`config.mk`:
```
export PLATFORM = sky130hd
export DESIGN_NAME = parity_frame_rx_flat
export DESIGN_NICKNAME = d
export VERILOG_FILES = /design/src/rtl/parity_frame_rx_if.sv /design/src/rtl/parity_frame_rx.sv /design/src/flat_wrapper.sv
export SDC_FILE = /design/constraint.sdc
export NUM_CORES = 1
export LEC_CHECK = 0
export CORE_UTILIZATION = 30
export DETAILED_ROUTE_END_ITERATION = 16
export HOLD_SLACK_MARGIN = 0.05
export PLACE_DENSITY = 0.47
export SKIP_LAST_GASP = 1
export SLEW_MARGIN = 25
export SYNTH_ARGS = -nofsm -noshare
export SYNTH_HDL_FRONTEND = slang
export SYNTH_SLANG_ARGS = --single-unit
```
`constraint.sdc`:
```
create_clock -name clk -period 5.1 [get_ports clk]
set_clock_uncertainty 0.1 [all_clocks]
set_input_delay 1.02 -clock clk [delete_from_list [all_inputs] [get_ports clk]]
set_output_delay 1.02 -clock clk [all_outputs]
set_load 0.03 [all_outputs]
```
`src/rtl/parity_frame_rx_if.sv`:
```
// Bundles the serial line and the received-frame outputs of parity_frame_rx.
// The master side is the receiver; the slave side is whoever drives rxd and
// consumes the byte and its status.
interface parity_frame_rx_if;
    logic       rxd;
    logic [7:0] b;
    logic       par_bit;
    logic       valid;
    logic       par_err;
    logic       frame_err;
    logic       busy;

    modport master (
        input  rxd,
        output b, par_bit, valid, par_err, frame_err, busy
    );

    modport slave (
        output rxd,
        input  b, par_bit, valid, par_err, frame_err, busy
    );
endinterface

```
`src/rtl/parity_frame_rx.sv`:
```
// Serial frame receiver: start bit, 8 data bits LSB first, parity bit, stop bit.
// Presents the assembled byte and parity bit to the downstream parity checker
// with a one-cycle valid strobe, and flags parity/framing errors locally.
//
// state  | meaning
// -------+---------------------------------------------------------------
// IDLE   | waiting for a falling edge on the synchronized line
// START  | timing to mid start bit, confirming the line is still low
// DATA   | sampling the 8 data bits at mid-bit points
// PARITY | sampling the parity bit
// STOP   | sampling the stop bit, then publishing the frame
module parity_frame_rx #(
    parameter int CLKS_PER_BIT = 16,
    parameter bit PARITY_ODD   = 1'b0
) (
    input  logic               clk,
    input  logic               rst_n,
    parity_frame_rx_if.master  bus
);

    localparam int H  = CLKS_PER_BIT / 2;
    localparam int CW = $clog2(CLKS_PER_BIT);
    localparam logic [CW-1:0] HALF_LAST = CW'(H - 1);
    localparam logic [CW-1:0] BIT_LAST  = CW'(CLKS_PER_BIT - 1);

    typedef enum logic [2:0] {
        IDLE   = 3'd0,
        START  = 3'd1,
        DATA   = 3'd2,
        PARITY = 3'd3,
        STOP   = 3'd4
    } state_t;

    state_t        state_q, state_d;
    logic [CW-1:0] cnt_q, cnt_d;
    logic [2:0]    idx_q, idx_d;
    logic [7:0]    sr_q, sr_d;
    logic          par_q, par_d;
    logic          done;

    logic          rxd_meta_q, rs_q, rs_d_q;
    logic [7:0]    b_q;
    logic          par_bit_q, valid_q, par_err_q, frame_err_q;

    // Two-flop synchronizer for the asynchronous line plus one delay for edge detect.
    always_ff @(posedge clk or negedge rst_n) begin
        if (!rst_n) begin
            rxd_meta_q <= 1'b1;
            rs_q       <= 1'b1;
            rs_d_q     <= 1'b1;
        end else begin
            rxd_meta_q <= bus.rxd;
            rs_q       <= rxd_meta_q;
            rs_d_q     <= rs_q;
        end
    end

    // FSM and datapath registers.
    always_ff @(posedge clk or negedge rst_n) begin
        if (!rst_n) begin
            state_q <= IDLE;
            cnt_q   <= '0;
            idx_q   <= '0;
            sr_q    <= '0;
            par_q   <= 1'b0;
        end else begin
            state_q <= state_d;
            cnt_q   <= cnt_d;
            idx_q   <= idx_d;
            sr_q    <= sr_d;
            par_q   <= par_d;
        end
    end

    // Next-state logic; cnt is a down-counter reloaded at every sample point.
    always_comb begin
        state_d = state_q;
        cnt_d   = cnt_q;
        idx_d   = idx_q;
        sr_d    = sr_q;
        par_d   = par_q;
        done    = 1'b0;
        case (state_q)
            IDLE: begin
                if (rs_d_q && !rs_q) begin
                    state_d = START;
                    cnt_d   = HALF_LAST;
                end
            end
            START: begin
                if (cnt_q == '0) begin
                    if (!rs_q) begin
                        state_d = DATA;
                        cnt_d   = BIT_LAST;
                        idx_d   = '0;
                    end else begin
                        state_d = IDLE;
                    end
                end else begin
                    cnt_d = cnt_q - 1'b1;
                end
            end
            DATA: begin
                if (cnt_q == '0) begin
                    sr_d  = {rs_q, sr_q[7:1]};
                    cnt_d = BIT_LAST;
                    idx_d = idx_q + 1'b1;
                    if (idx_q == 3'd7) begin
                        state_d = PARITY;
                    end
                end else begin
                    cnt_d = cnt_q - 1'b1;
                end
            end
            PARITY: begin
                if (cnt_q == '0) begin
                    par_d   = rs_q;
                    cnt_d   = BIT_LAST;
                    state_d = STOP;
                end else begin
                    cnt_d = cnt_q - 1'b1;
                end
            end
            STOP: begin
                if (cnt_q == '0) begin
                    done    = 1'b1;
                    state_d = IDLE;
                end else begin
                    cnt_d = cnt_q - 1'b1;
                end
            end
            default: state_d = IDLE;
        endcase
    end

    // Published outputs only change when a frame completes its stop sample.
    always_ff @(posedge clk or negedge rst_n) begin
        if (!rst_n) begin
            b_q         <= '0;
            par_bit_q   <= 1'b0;
            valid_q     <= 1'b0;
            par_err_q   <= 1'b0;
            frame_err_q <= 1'b0;
        end else begin
            valid_q <= done;
            if (done) begin
                b_q         <= sr_q;
                par_bit_q   <= par_q;
                par_err_q   <= (^sr_q) ^ par_q ^ PARITY_ODD;
                frame_err_q <= ~rs_q;
            end
        end
    end

    assign bus.b         = b_q;
    assign bus.par_bit   = par_bit_q;
    assign bus.valid     = valid_q;
    assign bus.par_err   = par_err_q;
    assign bus.frame_err = frame_err_q;
    assign bus.busy      = (state_q != IDLE);

endmodule

```
`src/flat_wrapper.sv`:
```
// flat-port wrapper written by rule: the top's interface ports become plain ports
module parity_frame_rx_flat 
#(
    parameter int CLKS_PER_BIT = 16,
    parameter bit PARITY_ODD   = 1'b0
)
  (clk, rst_n, bus_rxd, bus_b, bus_par_bit, bus_valid, bus_par_err, bus_frame_err, bus_busy);
  parity_frame_rx_if bus_i ();
  input  logic clk;
  input  logic rst_n;
  input wire logic [$bits(bus_i.rxd)-1:0] bus_rxd;
  output wire logic [$bits(bus_i.b)-1:0] bus_b;
  output wire logic [$bits(bus_i.par_bit)-1:0] bus_par_bit;
  output wire logic [$bits(bus_i.valid)-1:0] bus_valid;
  output wire logic [$bits(bus_i.par_err)-1:0] bus_par_err;
  output wire logic [$bits(bus_i.frame_err)-1:0] bus_frame_err;
  output wire logic [$bits(bus_i.busy)-1:0] bus_busy;
  assign bus_i.rxd = bus_rxd;
  assign bus_b = bus_i.b;
  assign bus_par_bit = bus_i.par_bit;
  assign bus_valid = bus_i.valid;
  assign bus_par_err = bus_i.par_err;
  assign bus_frame_err = bus_i.frame_err;
  assign bus_busy = bus_i.busy;
  parity_frame_rx #(.CLKS_PER_BIT(CLKS_PER_BIT), .PARITY_ODD(PARITY_ODD)) u_core (.clk(clk), .rst_n(rst_n), .bus(bus_i));
endmodule
```
==> impl_metrics.xml <==
<?xml version="1.0" encoding="UTF-8"?>
<metrics>
  <group name="critical_path">
    <metric name="worst-r2r-cell-count" unit="">5</metric>
    <metric name="worstPathBufferInverterCount" unit="">1</metric>
    <metric name="crit_path_end_kind" unit="">output port</metric>
    <metric name="crit_chain" unit="">or3_1 -&gt; clkdlybuf4s50_1</metric>
    <metric name="slowest_cell_on_the_critical_path" unit="">sky130_fd_sc_hd__clkdlybuf4s50_1</metric>
    <metric name="critical_path_peak_fanout" unit="">15</metric>
    <metric name="arr_time_crit_path" unit="ps">1870</metric>
    <metric name="cp.depth" unit="">2</metric>
    <metric name="timing.critical_path.slowest_cell_delay" unit="ps">610</metric>
    <metric name="path_class" unit="">register to output port</metric>
    <metric name="cp-start-kind" unit="">register</metric>
    <metric name="crit_required" unit="ps">3980</metric>
    <metric name="cpLargestDelayFamily" unit="">buffers and inverters</metric>
  </group>
  <group name="cts">
    <metric name="tritoncts_num_sinks" unit="">34</metric>
    <metric name="clk_latency" unit="ps">270</metric>
    <metric name="clk_pin_slew_worst_paths" unit="ps">70</metric>
    <metric name="cts-buffers-inserted" unit="">5</metric>
    <metric name="tritoncts_clock_tree" unit="">done</metric>
    <metric name="max-clock-path-buffers" unit="">2</metric>
    <metric name="cts_max_level" unit="">2</metric>
    <metric name="cts_post_setup_buffers_inserted" unit="">0</metric>
    <metric name="cts_hold_buf" unit="">0</metric>
    <metric name="post_cts_resize_count" unit="">0</metric>
    <metric name="clock-root-buffer" unit="">sky130_fd_sc_hd__clkbuf_8</metric>
  </group>
  <group name="hold_path">
    <metric name="worstHoldPathType" unit="">register to register</metric>
    <metric name="whs_path_depth" unit="">0</metric>
  </group>
  <group name="die">
    <metric name="die_w" unit="um">74.55</metric>
    <metric name="number_of_primary_i_o_pins" unit="">16</metric>
    <metric name="initial_core_util" unit="">0.3111</metric>
    <metric name="die_h" unit="um">74.55</metric>
    <metric name="die_area" unit="sq mm">0.005558</metric>
    <metric name="placeableCoreArea" unit="sq mm">0.005075</metric>
    <metric name="num_rows" unit="">26</metric>
  </group>
  <group name="synthesis">
    <metric name="synth_cells" unit="">122</metric>
    <metric name="top_reg_cell_synth" unit="">sky130_fd_sc_hd__dfrtp_1</metric>
    <metric name="syn-cell-area" unit="sq mm">0.001579</metric>
    <metric name="synthesis.nets" unit="">128</metric>
    <metric name="synth_enable_flop_cells" unit="">0</metric>
    <metric name="seq_area_frac_synth" unit="">0.5412</metric>
    <metric name="yosys_register_bits" unit="">34</metric>
    <metric name="syn-mean-instance-area" unit="sq um">12.94</metric>
    <metric name="netlist-cell-type-count" unit="">41</metric>
    <metric name="synthArstFlopShare" unit="">1.000</metric>
    <metric name="synth.yosys.warnings" unit="">0</metric>
  </group>
  <group name="global_route">
    <metric name="gr-usage-all-layers" unit="">0.1117</metric>
    <metric name="largest_net_degree_at_the_start_of_global_routing" unit="">35</metric>
    <metric name="grt_first_pass_wirelength" unit="mm">4.588</metric>
    <metric name="grt_pass1_vias" unit="">944</metric>
    <metric name="antenna_violations_before_repair" unit="">0</metric>
    <metric name="grt_overflow" unit="">0</metric>
  </group>
  <group name="timing">
    <metric name="setup_tns" unit="ps">0</metric>
    <metric name="timing_max_transition_violations_final" unit="">0</metric>
    <metric name="setup_viol_count_final" unit="">0</metric>
    <metric name="layout_setup_ws" unit="ps">2109</metric>
    <metric name="timing.final.crit_period" unit="ps">2991</metric>
    <metric name="final-hold-violation-count" unit="">0</metric>
    <metric name="max_slew_margin" unit="">0.6978</metric>
    <metric name="tightest_slew" unit="ps">453.2</metric>
    <metric name="rsz_0062_raised_after_global_routing" unit="">false</metric>
    <metric name="final_min_period_over_clock_period" unit="">0.5864</metric>
    <metric name="fmax" unit="GHz">0.3344</metric>
  </group>
  <group name="final_layout">
    <metric name="insertedDiodeCount" unit="">0</metric>
    <metric name="layout.filler_cells" unit="">533</metric>
    <metric name="design.final.nets" unit="">147</metric>
    <metric name="final_common_cell" unit="">sky130_fd_sc_hd__dfrtp_1</metric>
    <metric name="final_layout_size_suffix_gt1_frac" unit="">0.2465</metric>
    <metric name="multiInputGateArea" unit="sq um">674.4</metric>
    <metric name="area_growth_syn_to_layout" unit="%">18.78</metric>
    <metric name="ff_latch_area" unit="sq um">854.6</metric>
    <metric name="layout.cells.non_filler" unit="">212</metric>
    <metric name="most_frequent_cells_in_the_layout" unit="">sky130_fd_sc_hd__dfrtp_1 (31), sky130_fd_sc_hd__mux2_2 (17), sky130_fd_sc_hd__clkdlybuf4s50_1 (15)</metric>
  </group>
  <group name="pwr">
    <metric name="cellLeakagePower" unit="nW">0.8761</metric>
    <metric name="pwr_per_cell_area" unit="mW/mm^2">398.7</metric>
    <metric name="ir_worst_vdd" unit="V">0.0001925</metric>
  </group>
  <group name="route">
    <metric name="final_antenna_violating_net_count" unit="">0</metric>
    <metric name="dr_total_vias" unit="">965</metric>
    <metric name="drt-vias-per-instance" unit="">4.552</metric>
    <metric name="totalWireLength" unit="mm">2.672</metric>
    <metric name="drc" unit="">0</metric>
    <metric name="wire_per_inst" unit="um">12.60</metric>
    <metric name="drt_pass1_iterations" unit="">4</metric>
    <metric name="drt_iter0_drc" unit="">16</metric>
  </group>
  <group name="placement">
    <metric name="place_worst_setup_slack" unit="ps">2412</metric>
    <metric name="placedCellCount" unit="">204</metric>
    <metric name="place.gp.congestion" unit="">0.7592</metric>
    <metric name="port_buffers" unit="">15</metric>
    <metric name="dp_hpwl" unit="mm">1.834</metric>
  </group>
  <group name="outcome">
    <metric name="outcome" unit="">finished clean</metric>
  </group>
  <group name="run">
    <metric name="maxCapViolCount" unit="">0</metric>
  </group>
</metrics>
[per-stage QoR]
step	area (sq um)	utilization	total power [W]	hold slack, ps
after floorplan	1579	-	0.0005203	245.2
after global placement	1793	0.3533	0.0005612	247.1
after detailed placement	1793	0.3533	0.0005658	249.3
after CTS	1876	0.3696	0.0007613	264.1
after global routing	1876	0.3696	0.0008040	275.8
final	1876	0.3696	0.0007478	260.8
[final timing paths]
check                                                    from                           to  slack, ps
min in group asynchronous                               rst_n  u_core.bus.b[0]$_DFFE_PN0P_       1050
worst min-delay path              u_core.rxd_meta_q$_DFF_PN1_        u_core.rs_q$_DFF_PN1_        260
worst max-delay path            u_core.state_q[1]$_DFFE_PN0P_                     bus_busy       2110
max in group asynchronous                               rst_n        u_core.rs_q$_DFF_PN1_       3500
worst min register to register    u_core.rxd_meta_q$_DFF_PN1_        u_core.rs_q$_DFF_PN1_        260
worst max register to register    u_core.cnt_q[0]$_DFFE_PN0P_  u_core.bus.b[6]$_DFFE_PN0P_       3090
[cell usage after synthesis, types with 3 or more instances]
cell type                 count  area (sq um)
sky130_fd_sc_hd__mux2_2      17         191.4
sky130_fd_sc_hd__nand2_1      7         26.28
sky130_fd_sc_hd__xnor2_1      4         35.03
sky130_fd_sc_hd__inv_1        5         18.77
sky130_fd_sc_hd__dfrtp_1     31         775.7
sky130_fd_sc_hd__ha_1         3         37.54
sky130_fd_sc_hd__nor2_1       7         26.28
sky130_fd_sc_hd__a21oi_1      3         15.01
sky130_fd_sc_hd__dfstp_2      3         78.83
sky130_fd_sc_hd__o21ai_0      4         20.02
sky130_fd_sc_hd__nand3_1      3         15.01
[metal layers]
layer / share of wire / track usage
met2: 0.46 / 0.1552
met5: 0 / 0
met3: 0.030 / 0.04336
met1: 0.51 / 0.1607
met4: 0 / 0.03145
[worst reg2reg max path, stage by stage, from the launching register on]
cell,delay [ps]
sky130_fd_sc_hd__dfrtp_1,390
sky130_fd_sc_hd__inv_1,60
sky130_fd_sc_hd__ha_1,270
sky130_fd_sc_hd__nor3b_4,350
sky130_fd_sc_hd__nand3_2,330
sky130_fd_sc_hd__mux2_2,390
[layout make-up]
type | instances | area share
flip-flops and latches | 34 | 0.4556
multi-input cells | 79 | 0.3596
repair buffers | 16 | 0.08406
well taps | 70 | 0.04670
clock buffers | 6 | 0.03869
inverters | 5 | 0.01001
clock inverters | 2 | 0.005337
[sequential cells by signal, summed over array words and instances, names as in the netlist, 3 cells and up]
signal	count
u_core.cnt_q	4
u_core.state_q	3
u_core.idx_q	3
u_core.bus.b	8
u_core.sr_q	8
[report_power, final]
group | total (W) | internal, W | switching, W
Sequential | 0.000370 | 0.000305 | 0.0000647
Clock | 0.000188 | 0.0000945 | 0.0000937
Combinational | 0.000190 | 0.0000995 | 0.0000900
[kinds of logic after synthesis]
| family | count (synthesis) | synth area share |
|---|---|---|
| AO/OA/AOI/OAI | 19 | 0.08717 |
| XOR/XNOR | 7 | 0.04754 |
| adder cells (fa/ha/maj) | 3 | 0.02377 |
| buffers and inverters | 9 | 0.03169 |
| flip-flops | 34 | 0.5412 |
| multiplexers | 19 | 0.1339 |
| AND/OR/NAND/NOR | 31 | 0.1347 |
Note: power is estimated with default switching activity, not from simulation.
